## config.mk

```make
export PLATFORM = sky130hd
export DESIGN_NAME = demux_buf_flat
export DESIGN_NICKNAME = d
export VERILOG_FILES = /design/src/rtl/demux_buf_if.sv /design/src/rtl/demux_buf.sv /design/src/flat_wrapper.sv
export SDC_FILE = /design/constraint.sdc
export NUM_CORES = 1
export LEC_CHECK = 0
export CORE_AREA = 2 2 84 86
export CTS_BUF_LIST = sky130_fd_sc_hd__clkbuf_4 sky130_fd_sc_hd__clkbuf_8 sky130_fd_sc_hd__clkbuf_16
export CTS_CLUSTER_DIAMETER = 30
export CTS_CLUSTER_SIZE = 24
export DETAILED_ROUTE_END_ITERATION = 7
export DIE_AREA = 0 0 86 88
export SETUP_SLACK_MARGIN = 0.4
export SLEW_MARGIN = 40
export SYNTH_ARGS = -nofsm -noshare
export SYNTH_HDL_FRONTEND = slang
export SYNTH_SLANG_ARGS = --single-unit
```

## constraint.sdc

```tcl
create_clock -name clk -period 4.1 [get_ports clk]
set_clock_uncertainty 0.2 [all_clocks]
set_input_delay 0.615 -clock clk [delete_from_list [all_inputs] [get_ports clk]]
set_output_delay 0.615 -clock clk [all_outputs]
set_load 0.01 [all_outputs]
```

## src/rtl/demux_buf_if.sv

```systemverilog
// Stream bundle for demux_buf: one producer-side beat interface fanned out
// to NUM_OUT consumer lanes. The slave view belongs to the demux and the
// master view to whatever drives it.
interface demux_buf_if #(
    parameter int unsigned NUM_OUT = 4,
    parameter int unsigned DATA_W  = 8
);
    logic                        in_valid_i;
    logic                        in_ready_o;
    logic [DATA_W-1:0]           in_data_i;
    logic [NUM_OUT-1:0]          sel_i;
    logic [NUM_OUT-1:0]          out_valid_o;
    logic [NUM_OUT-1:0]          out_ready_i;
    logic [NUM_OUT*DATA_W-1:0]   out_data_o;

    modport slave (
        input  in_valid_i, in_data_i, sel_i, out_ready_i,
        output in_ready_o, out_valid_o, out_data_o
    );

    modport master (
        output in_valid_i, in_data_i, sel_i, out_ready_i,
        input  in_ready_o, out_valid_o, out_data_o
    );
endinterface

```

## src/rtl/demux_buf.sv

```systemverilog
// One-hot stream demultiplexer with a one-entry holding slot per output lane.
// A stalled lane only blocks the input while the input targets that lane.
// Beats with a non-one-hot select are accepted, dropped, flagged and counted.
module demux_buf #(
    parameter int unsigned NUM_OUT = 4,
    parameter int unsigned DATA_W  = 8
) (
    input  logic                clk,
    input  logic                reset_n,
    demux_buf_if.slave          bus,
    output logic                sel_err_o,
    output logic [7:0]          drop_cnt_o
);

    typedef enum logic {
        EMPTY = 1'b0,
        FULL  = 1'b1
    } slot_state_e;

    slot_state_e              state_q [NUM_OUT];
    slot_state_e              state_d [NUM_OUT];
    logic [DATA_W-1:0]        data_q  [NUM_OUT];
    logic [DATA_W-1:0]        data_d  [NUM_OUT];
    logic                     sel_err_q, sel_err_d;
    logic [7:0]               drop_cnt_q, drop_cnt_d;

    logic                     sel_valid;
    logic                     slot_free;
    logic                     in_ready;
    logic                     accept;
    logic [NUM_OUT-1:0]       drain;
    logic [NUM_OUT-1:0]       out_valid;
    logic [NUM_OUT*DATA_W-1:0] out_data;

    // Input-side handshake: ready depends only on the select and the
    // selected lane's consumer ready, never on in_valid_i.
    always_comb begin
        sel_valid = $onehot(bus.sel_i);
        slot_free = 1'b0;
        drain     = '0;
        for (int unsigned k = 0; k < NUM_OUT; k++) begin
            drain[k] = (state_q[k] == FULL) && bus.out_ready_i[k];
            // Select is one-hot when this result is used, so the OR picks
            // exactly the targeted lane.
            if (bus.sel_i[k] && ((state_q[k] == EMPTY) || drain[k])) begin
                slot_free = 1'b1;
            end
        end
        in_ready = reset_n && (sel_valid ? slot_free : 1'b1);
        accept   = bus.in_valid_i && in_ready;
    end

    // Per-lane slot next state: fill wins over drain, so drain+fill reloads.
    always_comb begin
        for (int unsigned k = 0; k < NUM_OUT; k++) begin
            state_d[k] = state_q[k];
            data_d[k]  = data_q[k];
            if (accept && sel_valid && bus.sel_i[k]) begin
                state_d[k] = FULL;
                data_d[k]  = bus.in_data_i;
            end else if (drain[k]) begin
                state_d[k] = EMPTY;
            end
        end
    end

    // Dropped-beat flag and saturating drop counter.
    always_comb begin
        sel_err_d  = accept && !sel_valid;
        drop_cnt_d = drop_cnt_q;
        if (sel_err_d && (drop_cnt_q != 8'hFF)) begin
            drop_cnt_d = drop_cnt_q + 8'd1;
        end
    end

    // State registers; reset discards any held beats.
    always_ff @(posedge clk or negedge reset_n) begin
        if (!reset_n) begin
            for (int unsigned k = 0; k < NUM_OUT; k++) begin
                state_q[k] <= EMPTY;
                data_q[k]  <= '0;
            end
            sel_err_q  <= 1'b0;
            drop_cnt_q <= '0;
        end else begin
            for (int unsigned k = 0; k < NUM_OUT; k++) begin
                state_q[k] <= state_d[k];
                data_q[k]  <= data_d[k];
            end
            sel_err_q  <= sel_err_d;
            drop_cnt_q <= drop_cnt_d;
        end
    end

    // Flatten lane registers onto the output buses.
    always_comb begin
        out_valid = '0;
        out_data  = '0;
        for (int unsigned k = 0; k < NUM_OUT; k++) begin
            out_valid[k]                   = (state_q[k] == FULL);
            out_data[k*DATA_W +: DATA_W]   = data_q[k];
        end
    end

    assign bus.in_ready_o  = in_ready;
    assign bus.out_valid_o = out_valid;
    assign bus.out_data_o  = out_data;
    assign sel_err_o       = sel_err_q;
    assign drop_cnt_o      = drop_cnt_q;

endmodule

```

## src/flat_wrapper.sv

```systemverilog
// flat-port wrapper written by rule: the top's interface ports become plain ports
module demux_buf_flat 
#(
    parameter int unsigned NUM_OUT = 4,
    parameter int unsigned DATA_W  = 8
)
  (clk, reset_n, sel_err_o, drop_cnt_o, bus_in_valid_i, bus_in_data_i, bus_sel_i, bus_out_ready_i, bus_in_ready_o, bus_out_valid_o, bus_out_data_o);
  demux_buf_if #(.NUM_OUT(NUM_OUT), .DATA_W(DATA_W)) bus_i ();
  input  logic clk;
  input  logic reset_n;
  output logic sel_err_o;
  output logic [7:0] drop_cnt_o;
  input wire logic [$bits(bus_i.in_valid_i)-1:0] bus_in_valid_i;
  input wire logic [$bits(bus_i.in_data_i)-1:0] bus_in_data_i;
  input wire logic [$bits(bus_i.sel_i)-1:0] bus_sel_i;
  input wire logic [$bits(bus_i.out_ready_i)-1:0] bus_out_ready_i;
  output wire logic [$bits(bus_i.in_ready_o)-1:0] bus_in_ready_o;
  output wire logic [$bits(bus_i.out_valid_o)-1:0] bus_out_valid_o;
  output wire logic [$bits(bus_i.out_data_o)-1:0] bus_out_data_o;
  assign bus_i.in_valid_i = bus_in_valid_i;
  assign bus_i.in_data_i = bus_in_data_i;
  assign bus_i.sel_i = bus_sel_i;
  assign bus_i.out_ready_i = bus_out_ready_i;
  assign bus_in_ready_o = bus_i.in_ready_o;
  assign bus_out_valid_o = bus_i.out_valid_o;
  assign bus_out_data_o = bus_i.out_data_o;
  demux_buf #(.NUM_OUT(NUM_OUT), .DATA_W(DATA_W)) u_core (.clk(clk), .reset_n(reset_n), .bus(bus_i), .sel_err_o(sel_err_o), .drop_cnt_o(drop_cnt_o));
endmodule
```

==> key figures, run 1 <==
Cells and area
  • Area Overhead vs Synth: 43.5%
  • # nets final: ~230
  • Fill count: roughly 650
  • Register area: between 1000 and 1500 um2
  • Final non-filler cell total: ~290
  • Layout cell share with drive strength beyond 1: 0.226
  • Area occupied by multi-input gates: around 810 um2
  • # diodes: 0

Power and ir drop
  • Maximum VDD drop: 0.282 mV
  • Final Power: roughly 0.0018 W
  • Pwr Density: between 600 and 700 nW/um2
  • Static leakage: 1.19 nW

Logic synthesis
  • Synth Area in XOR/XNOR: 0.0180
  • Sequential area share after synthesis: 0.580
  • Net count after synthesis: roughly 160
  • Synthesis Warnings: 0
  • Post-synthesis mux area share: 0.203
  • Simple logic cell fraction of the synthesized area: 0.0973
  • Main combinational cell family by area after synthesis: multiplexers
  • Synth Area in Compound Gates: 0.0638
  • Yosys cell types: 22
  • Post-Synthesis Cells: approximately 130
  • Seq cells post-synth: between 40 and 50
  • Synth Area in Adders: 0.0361
  • Synth Area per Inst: 14.5 um2
  • Cell Area, Synth: 1940 um2

STA
  • Final hold vios: 0
  • Min Tclk post-route: 3.51 ns
  • Fin Setup TNS: 0 ns
  • Final number of max-transition violations: 0
  • Slew @ Worst Pin: 0.408 ns
  • Slew headroom: 0.728
  • RSZ-0062 raised after global routing: false
  • Max Clk Rate: 0.285 GHz
  • Final setup vio count: 0
  • Worst Setup Slack, final: 0.586 ns
  • Period utilization: 0.857

Clock tree
  • CTS Buffer Depth: 2
  • Clock sink total: 45
  • Worst skew pair latency: 0.30 ns
  • Clock transition at path regs: about 0.09 ns
  • H-tree lvl count: 2
  • Num CTS Buffers: 5
  • CTS tree: yes
  • Clock tree root driver cell: clkbuf_8

Global route
  • Met1 track demand over resource: 0.167
  • Initial antenna violation count: 0
  • Largest net degree at the start of global routing: 32
  • Met2 global-route usage: 0.182
  • All-Layer GR Usage: 0.123
  • Vias in the first global route: roughly 1,400
  • Met3 usage: 0.0386
  • First-pass GRT wire length: between 6 and 7 mm
  • Busiest grt layer: met2
  • Grt total ovfl: 0

Floorplan
  • Die area: between 7000 and 8000 um2
  • Die Ht: ~88 um
  • # IOs: 65
  • Core area: 6640 um2
  • Die Wd: roughly 86 um
  • FP Rows: 30
  • Initial Utilization: 0.292

Critical path
  • Required @ worst endpoint: roughly 3.3 ns
  • CP Class: input port to primary output
  • CP Launch Type: input port
  • Reg2Reg Depth: 5
  • Crit path arrival time: roughly 2.7 ns
  • CP max FO: 3
  • Kind of end point of the critical path: primary output

Route
  • Via-to-Cell Ratio: about 4.5
  • DR iter-0 viols: 31
  • DR DRC count: 0
  • Pre-antenna DRT Iters: 4
  • Wirelength per Cell: between 15 and 20 um
  • Vias: about 1,300
  • Drt total wl: 4.37 mm
  • Antenna Nets Post-Route: 0

Placed design
  • DP Wirelength: roughly 3.1 mm
  • Pre-CTS setup slack: 0.164 ns
  • GPL Wtd Cong: approximately 0.75
  • Placed cells: 279
  • Port Buffer Count: 64

Status
  • Status: finished clean

Flow run
  • Max cap viols: 0

Min path
  • Worst min path class: input port to asynchronous set/reset pin
-- sequential cells by signal (all words and copies together), names as in the netlist --
| signal | flops |
|---|---|
| u_core.bus.out_data_o | 32 |
| u_core.drop_cnt_o | 8 |
| u_core.bus.out_valid_o | 4 |
| u_core.sel_err_o | 1 |
-- layout by cell type, fill, tap and decap left out --
cell type,n
ha_1,4
dfrtp_1,45
and3_1,3
or3_1,1
inv_1,1
dlygate4sd2_1,2
xor2_1,3
clkdlybuf4s50_1,61
xnor2_1,1
nor3_1,2
buf_2,1
buf_4,2
a22oi_4,2
nand3_1,8
mux2_2,29
a31oi_1,1
nor3b_4,1
a21oi_4,4
a21oi_1,2
nand4_1,2
nand2_1,8
clkinv_2,1
nor2_1,4
clkbuf_8,6
clkinv_4,1
nand2b_1,5
mux2_1,6
and2_1,1
fa_1,1
-- per-layer routing --
metal	vias up	wire length, um
li1	624	-
met1	639	2090
met2	38	1940
met3	7	262
met4	0	83
met5	-	0
-- per-stage QoR --
| step | cell area [um2] | hold slack, ns | util |
|---|---|---|---|
| 5_1_grt | 2790 | 0.0648 | 0.419 |
| 3_3_place_gp | 2690 | 0.271 | 0.404 |
| 6_report | 2790 | 0.0397 | 0.419 |
| 4_1_cts | 2790 | 0.0532 | 0.419 |
| 2_1_floorplan | 1940 | 0.119 | - |
| 3_5_place_dp | 2690 | 0.281 | 0.404 |
-- logic make-up (layout without fill, tap and decap cells) --
| family | after synthesis | in the layout |
|---|---|---|
| AOI/OAI and AO/OA | 9 | 9 |
| xor gates and xnor gates | 4 | 4 |
| adders and majority gates | 5 | 5 |
| buffers and inverters | 1 | 75 |
| DFF | 45 | 45 |
| muxes | 35 | 35 |
| and+or+nand+nor | 35 | 35 |
-- final timing paths --
| kind | from | endpoint | slack [ns] |
|---|---|---|---|
| max in group asynchronous | reset_n | u_core.drop_cnt_o[1] | 2.92 |
| setup reg to reg | u_core.drop_cnt_o[0] | u_core.drop_cnt_o[1] | 2.26 |
| setup / recovery | bus_sel_i[2] | bus_in_ready_o | 0.59 |
| min in group clk | u_core.bus.out_data_o[4] | u_core.bus.out_data_o[4] | 0.29 |
| hold reg to reg | u_core.bus.out_data_o[4] | u_core.bus.out_data_o[4] | 0.29 |
| hold / removal | reset_n | u_core.bus.out_data_o[6] | 0.04 |
-- report_power, final --
group	switching, W	internal, W	total [W]	leakage [nW]
sequential	0.000122	0.000625	0.000748	0.563
combinational	0.000263	0.000464	0.000727	0.573
clock	0.000152	0.000137	0.000289	0.0512
total	0.000538	0.00123	0.00176	1.19
-- cell type report --
type / count / share of cell area
clock buffer: 6 / 0.0296
inverter: 1 / 0.00135
timing repair buffer: 66 / 0.233
sequential: 45 / 0.404
multi-input combinational: 88 / 0.291
tap: 80 / 0.0359
clock inverter: 2 / 0.00494
-- synth_stat cells (all sizes together) --
master   n  area share
dfrtp   45        0.58
mux2    35        0.20
nand2    8       0.015
nand3    8       0.021
a21oi    6       0.039
nand2b   5       0.016
ha       4       0.026
nor2     4      0.0077
and3     3      0.0097
xor2     3       0.014
a22oi    2       0.022
nand4    2      0.0064
nor3     2      0.0052
a31oi    1      0.0032
and2     1      0.0032
fa       1       0.010
inv      1      0.0019
nor3b    1      0.0097
or3      1      0.0032
xnor2    1      0.0045
-- what timing repair did --
item	4_1_cts	5_1_grt
buffers inserted	1	0
gates resized for setup	2	0
hold buffers	0	0
setup endpoints to repair	1	0
-- critical path, cell delays in order --
cell,delay (ns)
clkdlybuf4s50_1,0.49
ha_1,0.33
ha_1,0.21
fa_1,0.48
nor3b_4,0.20
a31oi_1,0.09
dlygate4sd2_1,0.30
(Power assumes the default switching activity.)
==> run 2, diff against run 1 <==
Settings changed: MAX_ROUTING_LAYER set to met4.
==> run 2 against run 1 <==
Combinational power hardly changed; worst hold slack improved by 0.0038 ns; global-route usage up 0.47 points; sequential share of layout area unchanged; power down 0.12%; largest cell class unchanged; largest power group unchanged.
==> key figures, run 2 (synthesis results as in run 1) <==
Clock tree
  • Num CTS Buffers: 5 (unchanged)
  • Hold_buf cts: 0 (unchanged)
  • H-tree lvl count: 2 (unchanged)
  • Clock tree root driver cell: clkbuf_8 (unchanged)
  • Clock sink total: 45 (unchanged)
  • Clock transition at path regs: 0.09 ns (about the same)
  • CTS Buffer Depth: 2 (unchanged)
  • Worst skew pair latency: 0.29 ns (was 0.30 ns)
  • CTS tree: yes (unchanged)

STA
  • Final hold vios: 0 (unchanged)
  • Slew @ Worst Pin: 0.408 ns (about the same)
  • RSZ-0062 raised after global routing: false (unchanged)
  • Max Clk Rate: 0.285 GHz (about the same)
  • Min Tclk post-route: 3.51 ns (about the same)
  • Slew headroom: 0.728 (about the same)
  • Final number of max-transition violations: 0 (unchanged)
  • Fin Setup TNS: 0 ns (unchanged)
  • Period utilization: 0.857 (about the same)
  • Final setup vio count: 0 (unchanged)

Cells and area
  • Area Overhead vs Synth: 43.5% (unchanged)
  • Fill count: 648 (unchanged)
  • # nets final: 231 (unchanged)
  • Leading cell type in the layout, fill and taps excluded: clkdlybuf4s50_1 (unchanged)
  • Commonest non-fill, non-tap cells in the layout: clkdlybuf4s50_1, dfrtp_1, mux2_2, nand2_1, nand3_1 (unchanged)
  • Finished Cell Area: 2790 um2 (unchanged)
  • Max reg flops: 32 (unchanged)
  • # diodes: 0 (unchanged)
  • Layout cell share with drive strength beyond 1: 0.226 (unchanged)

Floorplan
  • Die Wd: 86 um (unchanged)
  • Initial Utilization: 0.292 (unchanged)
  • Die area: 7570 um2 (unchanged)
  • Die Ht: 88 um (unchanged)
  • # IOs: 65 (unchanged)
  • FP Rows: 30 (unchanged)
  • Core area: 6640 um2 (unchanged)

Power and ir drop
  • Comb pwr share: 0.413 (was 0.412)
  • Clk pwr share: 0.162 (was 0.164)
  • Static leakage: 1.19 nW (unchanged)
  • Maximum VDD drop: 0.280 mV (was 0.282 mV)
  • Share of power burned in registers: 0.425 (was 0.424)
  • P_sw: 0.000536 W (was 0.000538 W)
  • Pwr Density: 632 nW/um2 (was 633 nW/um2)
  • Sw Share: 0.304 (was 0.305)
  • P_int: 0.00123 W (about the same)

Critical path
  • Slowest stage delay, CP: 0.49 ns (about the same)
  • Critical Path Start: bus_sel_i[2] (unchanged)
  • R2R setup slack: 2.26 ns (about the same)
  • Crit path max-delay family: adder cells (unchanged)
  • R2r endpoint: u_core.drop_cnt_o[1] (unchanged)
  • CP Class: input port to primary output (unchanged)
  • Crit path arrival time: 2.70 ns (about the same)
  • CP max-delay cell: clkdlybuf4s50_1 (unchanged)
  • CP Launch Type: input port (unchanged)
  • Worst Path Buf+Inv: 2 (unchanged)
  • CP max FO: 3 (unchanged)
  • CP Capture Point: bus_in_ready_o (unchanged)
  • Reg2Reg Depth: 5 (unchanged)
  • Kind of end point of the critical path: primary output (unchanged)
  • Worst r2r src: u_core.drop_cnt_o[0] (unchanged)
  • Required @ worst endpoint: 3.28 ns (about the same)
  • Worst-path cell chain: clkdlybuf4s50_1 > ha_1 > ha_1 > fa_1 > nor3b_4 > a31oi_1 > dlygate4sd2_1 (unchanged)
  • Crit-path most repeated cell: ha_1 (unchanged)
  • WP depth: 7 (unchanged)

Route
  • DR iter-0 viols: 47 (was 31)
  • Wirelength per Cell: 15.1 um (was 15.2 um)
  • Pre-antenna DRT Iters: 4 (unchanged)
  • Via-to-Cell Ratio: 4.51 (was 4.54)
  • Vias: 1,299 (was 1,308)
  • Antenna Nets Post-Route: 0 (unchanged)
  • Drt total wl: 4.36 mm (was 4.37 mm)
  • DR DRC count: 0 (unchanged)

Global route
  • Initial antenna violation count: 0 (unchanged)
  • All-Layer GR Usage: 0.128 (was 0.123)
  • Vias in the first global route: 1,356 (was 1,357)
  • First-pass GRT wire length: 6.98 mm (unchanged)
  • Grt total ovfl: 0 (unchanged)
  • Largest net degree at the start of global routing: 32 (unchanged)

Placed design
  • Port Buffer Count: 64 (unchanged)
  • Area after DPL: 2690 um2 (unchanged)
  • DP Wirelength: 3.14 mm (unchanged)
  • GPL Wtd Cong: 0.758 (was 0.748)

Status
  • Status: finished clean (unchanged)

Flow run
  • Max cap viols: 0 (unchanged)

Min path
  • Worst min path class: input port to asynchronous set/reset pin (unchanged)
run 2: cell counts in the layout (fill, tap and decap cells not counted):
No cell type changed its count.
run 2: how the worst min path moves through the flow:
stage,startpoint,slack [ns],to
floorplan,reset_n,0.12,u_core.bus.out_data_o[0]
global placement,u_core.bus.out_data_o[7],0.27,u_core.bus.out_data_o[7]
detailed placement,u_core.bus.out_data_o[7],0.28,u_core.bus.out_data_o[7]
CTS,reset_n,0.05,u_core.bus.out_data_o[6]
global route,reset_n,0.06,u_core.bus.out_data_o[6]
finish,reset_n,0.04,u_core.bus.out_data_o[6]
run 2: timing repair:
item	in CTS	in global routing
buffers inserted	1	0
setup endpoints to repair	1	0
resized for setup	2	0
hold endpoints to repair	0	0
run 2: layout make-up:
cell class	instances	area (um2)	area share
sequential	45	1130	0.404
multi-input combinational	88	812	0.291
timing repair buffer	66	648	0.233
tap	80	100	0.0359
clock buffer	6	82.6	0.0296
clock inverter	2	13.8	0.00494
inverter	1	3.75	0.00135
run 2: through the flow:
stage          hold WS, ns   util  cells  setup WS [ns]  power (W)
6_report            0.0436  0.419    288          0.585    0.00176
5_1_grt             0.0621  0.419    288          0.494    0.00188
4_1_cts             0.0532  0.419    288          0.569    0.00179
3_5_place_dp         0.281  0.404    279          0.164    0.00149
3_3_place_gp         0.271  0.404    279          0.220    0.00148
2_1_floorplan        0.119      -    134           1.13    0.00103
run 2: metal layers:
metal	global-route usage	up-vias	part of all wire
met2	0.183	37	0.45
met4	0.0534	0	0.019
met3	0.0339	6	0.048
met1	0.171	633	0.48
li1	-	623	-
met5	-	-	0
run 2: power groups by stage:
stage	Sequential [W]	Clock, W	Combinational, W
5_1_grt	0.000776	0.000321	0.000779
4_1_cts	0.000752	0.000303	0.000739
3_5_place_dp	0.000758	0	0.000733
2_1_floorplan	0.000827	0	0.000203
6_report	0.000748	0.000286	0.000727
3_3_place_gp	0.000759	0	0.000721
==> run 3, diff against run 2 <==
Settings changed: CORE_AREA 2 2 84 86 to 2 2 69 71, DIE_AREA 0 0 86 88 to 0 0 71 73, PLACE_DENSITY set to 0.77, SLEW_MARGIN 40 to 20.
==> run 3 against run 2 <==
Register-to-register slack is essentially flat; power grew 3.7%; fmax shrank 0.86%; sequential power grew 1%; non-clock buffer count grew 1; routed wire length grew 2.5%; largest power group unchanged; critical endpoint unchanged; worst hold slack gained 0.26 ns; via count grew 3.2%; critical path depth is the same; global-route usage grew 5.6 points.
==> key figures, run 3 (synthesis results as in run 1) <==
Status
  • Status: finished clean (unchanged)

STA
  • Fin Setup TNS: 0 ns (unchanged)
  • Slew headroom: 0.715 (was 0.728)
  • Period utilization: 0.865 (was 0.857)
  • Final number of max-transition violations: 0 (unchanged)
  • Min Tclk post-route: 3.54 ns (was 3.51 ns)
  • RSZ-0062 raised after global routing: false (unchanged)
  • Final setup vio count: 0 (unchanged)
  • Slew @ Worst Pin: 0.427 ns (was 0.408 ns)
  • Max Clk Rate: 0.282 GHz (was 0.285 GHz)
  • Final hold vios: 0 (unchanged)

Clock tree
  • Clock transition at path regs: 0.08 ns (was 0.09 ns)
  • Clock sink total: 45 (unchanged)
  • Clock tree root driver cell: clkbuf_8 (unchanged)
  • Worst skew pair latency: 0.29 ns (about the same)
  • Num CTS Buffers: 5 (unchanged)
  • H-tree lvl count: 2 (unchanged)
  • CTS tree: yes (unchanged)
  • CTS Buffer Depth: 2 (unchanged)

Flow run
  • Max cap viols: 0 (unchanged)

Critical path
  • Critical Path Start: bus_sel_i[0] (was bus_sel_i[2])
  • Crit path arrival time: 2.73 ns (was 2.70 ns)
  • CP max FO: 3 (unchanged)
  • CP Launch Type: input port (unchanged)
  • R2R setup slack: 2.25 ns (was 2.26 ns)
  • Reg2Reg Depth: 5 (unchanged)
  • R2r endpoint: u_core.drop_cnt_o[1] (unchanged)
  • Required @ worst endpoint: 3.28 ns (about the same)
  • Kind of end point of the critical path: primary output (unchanged)
  • Worst r2r src: u_core.drop_cnt_o[0] (unchanged)
  • CP Class: input port to primary output (unchanged)

Min path
  • Hold Crit Depth: 1
  • Worst min path class: flop to flop (was input port to asynchronous set/reset pin)
  • Hold path start: u_core.bus.out_data_o[12]
  • Hold Crit Endpoint: u_core.bus.out_data_o[12]

Route
  • Via-to-Cell Ratio: 5.10 (was 4.51)
  • Antenna Nets Post-Route: 0 (unchanged)
  • DR iter-0 viols: 39 (was 47)
  • Vias: 1,341 (was 1,299)
  • Wirelength per Cell: 17.0 um (was 15.1 um)
  • Pre-antenna DRT Iters: 4 (unchanged)
  • DR DRC count: 0 (unchanged)
  • Drt total wl: 4.47 mm (was 4.36 mm)

Global route
  • Vias in the first global route: 1,387 (was 1,356)
  • Initial antenna violation count: 0 (unchanged)
  • First-pass GRT wire length: 6.99 mm (was 6.98 mm)
  • Largest net degree at the start of global routing: 37 (was 32)
  • Grt total ovfl: 0 (unchanged)
  • All-Layer GR Usage: 0.184 (was 0.128)

Placed design
  • Port Buffer Count: 64 (unchanged)
  • DP Wirelength: 3.42 mm (was 3.14 mm)
  • GPL Wtd Cong: 0.895 (was 0.758)

Cells and area
  • # nets final: 232 (was 231)
  • Max reg flops: 32 (unchanged)
  • Leading cell type in the layout, fill and taps excluded: clkdlybuf4s50_1 (unchanged)
  • Commonest non-fill, non-tap cells in the layout: clkdlybuf4s50_1, dfrtp_1, mux2_2, nand2_1, nand3_1 (unchanged)
  • # diodes: 0 (unchanged)
  • Area Overhead vs Synth: 43.2% (was 43.5%)
  • Fill count: 368 (was 648)
  • Layout cell share with drive strength beyond 1: 0.225 (was 0.226)

Floorplan
  • Die Wd: 71 um (was 86 um)
  • Die Ht: 73 um (was 88 um)
  • # IOs: 65 (unchanged)
  • Core area: 4540 um2 (was 6640 um2)
  • Initial Utilization: 0.428 (was 0.292)
  • Die area: 5180 um2 (was 7570 um2)
  • FP Rows: 25 (was 30)

Power and ir drop
  • Maximum VDD drop: 0.393 mV (was 0.280 mV)
  • Pwr Density: 657 nW/um2 (was 632 nW/um2)
  • Final Power: 0.00183 W (was 0.00176 W)
  • Static leakage: 1.20 nW (was 1.19 nW)
run 3: cell count changes in the layout (fill, tap and decap cells not counted), sizes merged:
cell / change
clkinv: -1
dlygate4sd3: +1
clkdlybuf4s50: -1
bufinv: +1
dlygate4sd2: +1
run 3: stage by stage:
stage,worst slack [ns],std cells,util,instance area (um2),hold slack (ns)
after floorplan,1.13,134,-,1940,0.119
after global placement,0.184,253,0.585,2650,0.270
after detailed placement,0.129,253,0.585,2650,0.292
after CTS,0.535,263,0.613,2780,0.311
after global routing,0.483,263,0.613,2780,0.329
final,0.555,263,0.613,2780,0.308
run 3: layer usage:
layer  up-vias  GRT usage  part of all wire  wire (um)
met5         -          -                 0          0
met4         0     0.0503             0.012         52
met3         5     0.0331             0.043        192
met2        35      0.344              0.57       2530
met1       677      0.200              0.38       1690
li1        624          -                 -          -
run 3: where the power goes:
| part | internal [W] | leakage (nW) | switching, W |
|---|---|---|---|
| Sequential | 0.000626 | 0.563 | 0.000130 |
| Clock | 0.000190 | 0.0588 | 0.000148 |
| Combinational | 0.000464 | 0.579 | 0.000269 |
run 3: area by class of cell:
cell class | count | area [um2] | area share
inverters | 1 | 3.75 | 0.00135
flip-flops and latches | 45 | 1130 | 0.405
clock inverters | 2 | 38.8 | 0.0139
multi-input cells | 88 | 812 | 0.292
repair buffers | 67 | 657 | 0.236
clock buffers | 6 | 76.3 | 0.0274
well taps | 54 | 67.6 | 0.0243
run 3: how the worst max path moves through the flow:
stage | endpoint | slack [ns] | cells after the start
3_3_place_gp | bus_in_ready_o | 0.18 | 7
4_1_cts | bus_in_ready_o | 0.54 | 7
3_5_place_dp | bus_in_ready_o | 0.13 | 7
2_1_floorplan | u_core.bus.out_data_o[0] | 1.13 | 7
6_report | bus_in_ready_o | 0.56 | 7
5_1_grt | bus_in_ready_o | 0.48 | 7
run 3: worst max-delay path, cell delays in order:
cell and delay, ns:
clkdlybuf4s50_1 0.49, ha_1 0.34, ha_1 0.19, fa_1 0.47
nor3b_4 0.22, a31oi_1 0.10, dlygate4sd2_1 0.30
run 3: timing repair:
action                                 4_1_cts  5_1_grt
buffers inserted                             1        0
setup endpoints to repair                    1        0
endpoints found under the hold margin        9        0
gates resized for setup                      3        0
hold buffers                                 1        0
==> RTL edit (config.mk and constraints of run 1) <==
`NUM_OUT` is set to 4 in 3 places; all go to 2.
--- a/src/rtl/demux_buf_if.sv
+++ b/src/rtl/demux_buf_if.sv
@@ -2,7 +2,7 @@
 // to NUM_OUT consumer lanes. The slave view belongs to the demux and the
 // master view to whatever drives it.
 interface demux_buf_if #(
-    parameter int unsigned NUM_OUT = 4,
+    parameter int unsigned NUM_OUT = 2,
     parameter int unsigned DATA_W  = 8
 );
     logic                        in_valid_i;
--- a/src/rtl/demux_buf.sv
+++ b/src/rtl/demux_buf.sv
@@ -2,7 +2,7 @@
 // A stalled lane only blocks the input while the input targets that lane.
 // Beats with a non-one-hot select are accepted, dropped, flagged and counted.
 module demux_buf #(
-    parameter int unsigned NUM_OUT = 4,
+    parameter int unsigned NUM_OUT = 2,
     parameter int unsigned DATA_W  = 8
 ) (
     input  logic                clk,
--- a/src/flat_wrapper.sv
+++ b/src/flat_wrapper.sv
@@ -1,7 +1,7 @@
 // flat-port wrapper written by rule: the top's interface ports become plain ports
 module demux_buf_flat 
 #(
-    parameter int unsigned NUM_OUT = 4,
+    parameter int unsigned NUM_OUT = 2,
     parameter int unsigned DATA_W  = 8
 )
   (clk, reset_n, sel_err_o, drop_cnt_o, bus_in_valid_i, bus_in_data_i, bus_sel_i, bus_out_ready_i, bus_in_ready_o, bus_out_valid_o, bus_out_data_o);
Interface: changed (resized bus_out_data_o, bus_out_ready_i, bus_out_valid_o and bus_sel_i); port bits go from 65 to 43. The function was not compared with the original's and may differ.
==> RTL edit against run 1 <==
- non-clock buffer count fell by 23
- register-to-register slack improved by 0.10 ns
- power fell by 54%
- setup slack improved by 0.57 ns
- synthesized area fell by 39%
- final area fell by 36%
- sequential cell count fell by 18
- routed wire length fell by 38%
- largest power group unchanged
==> RTL edit: results (changes against run 1) <==
- The cell class contributing the biggest share of worst-path delay was buffers and inverters (was adder cells).
- The mux cell area share after synthesis is 19.7% (was 20.3%).
- The final estimated routing congestion in global placement is 0.811 (was 0.748).
- The number of buffers inserted during clock tree synthesis was 3 (was 5).
- The sum of met2 wire segment lengths after detailed routing is 1210 um (was 1940 um).
- The setup slack at placement is 1.12 ns (was 0.164 ns).
- The largest incremental delay on the critical path is 0.73 ns (was 0.49 ns).
- The layout net count is 152 (was 231).
- The post-CTS setup-driven buffer insertion count is 0 (was 1).
- The half-perimeter wire length after placement is 1960 um (was 3140 um).
- The instance count after placement with tap cells included is 211 (was 279).
- The sequential share of the synthesized area is 56.6% (was 58.0%).
- The share of the synthesized area in compound gates (AO/OA/AOI/OAI) is 6.39% (was 6.38%).
- The area of placed instances was 1720 um^2 (was 2690 um^2).
- The global-route wire length before repair is 4530 um (was 6980 um).
- The via count is 880 (was 1308).
- Dominant cells by area after synthesis: dfrtp_1, mux2_2, nor3b_4 (was dfrtp_1, mux2_2, mux2_1).
- The synthesized net count is 104 (was 158).
- The insertion delay of the later-clocked pin in the worst-skew pair is 0.27 ns (was 0.30 ns).
- The kind of path behind the tightest hold check is reg2reg (was in2async).
- The power attributed to combinational cells is 0.000273 W (was 0.000727 W).
- Status: complete, no violations (unchanged).
- The pin count of the biggest net entering global routing is 23 (was 32).
- The total routing resource utilization after global routing is 7.79% (was 12.3%).
- The xor-xnor portion of the synthesized cell area is 2.10% (was 1.80%).
- The pin slew with the least headroom to its limit is 0.518 ns (was 0.408 ns).
- The total wire length was 2700 um (was 4370 um).
- The count of cell types in the netlist is 25 (was 22).
- The flip-flop count of the largest register, all copies and words added is 16 (was 32).
- The met3 layer wire length in the routed design is 173 um (was 262 um).
- The power dissipated in the clock network is 0.000159 W (was 0.000289 W).
- The met1 usage is 10.6% (was 16.7%).
- The via count of the first global-routing pass is 932 (was 1357).
- The met3 layer usage reported by global route was 1.89% (was 3.86%).
- The post-cts repair resize count came to 0 (was 2).
-- RTL edit: cell count changes after synthesis, sizes merged, moves of 3 or more --
cell,before,now
a21oi,6,0
dfrtp,45,27
ha,4,1
mux2,35,20
nand2,8,4
nand3,8,3
nor4,0,3
o21ai,0,5
-- RTL edit: area by class of cell --
cell class,count,area share [%]
clock buffer,4,2.76
tap,80,5.65
sequential,27,38.2
multi-input combinational,60,29.0
inverter,1,0.212
timing repair buffer,43,24.2
-- RTL edit: path summary, 6_finish.rpt --
check | start | to | slack, ns | cells past startpoint
min | u_core.bus.out_data_o[0] | u_core.bus.out_data_o[0] | 0.31 | 1
max in group asynchronous | reset_n | u_core.bus.out_data_o[5] | 2.61 | 2
max | reset_n | bus_in_ready_o | 1.15 | 3
min in group asynchronous | reset_n | u_core.drop_cnt_o[1] | 0.44 | 1
max reg2reg | u_core.drop_cnt_o[0] | u_core.drop_cnt_o[1] | 2.36 | 4
min reg2reg | u_core.bus.out_data_o[0] | u_core.bus.out_data_o[0] | 0.31 | 1
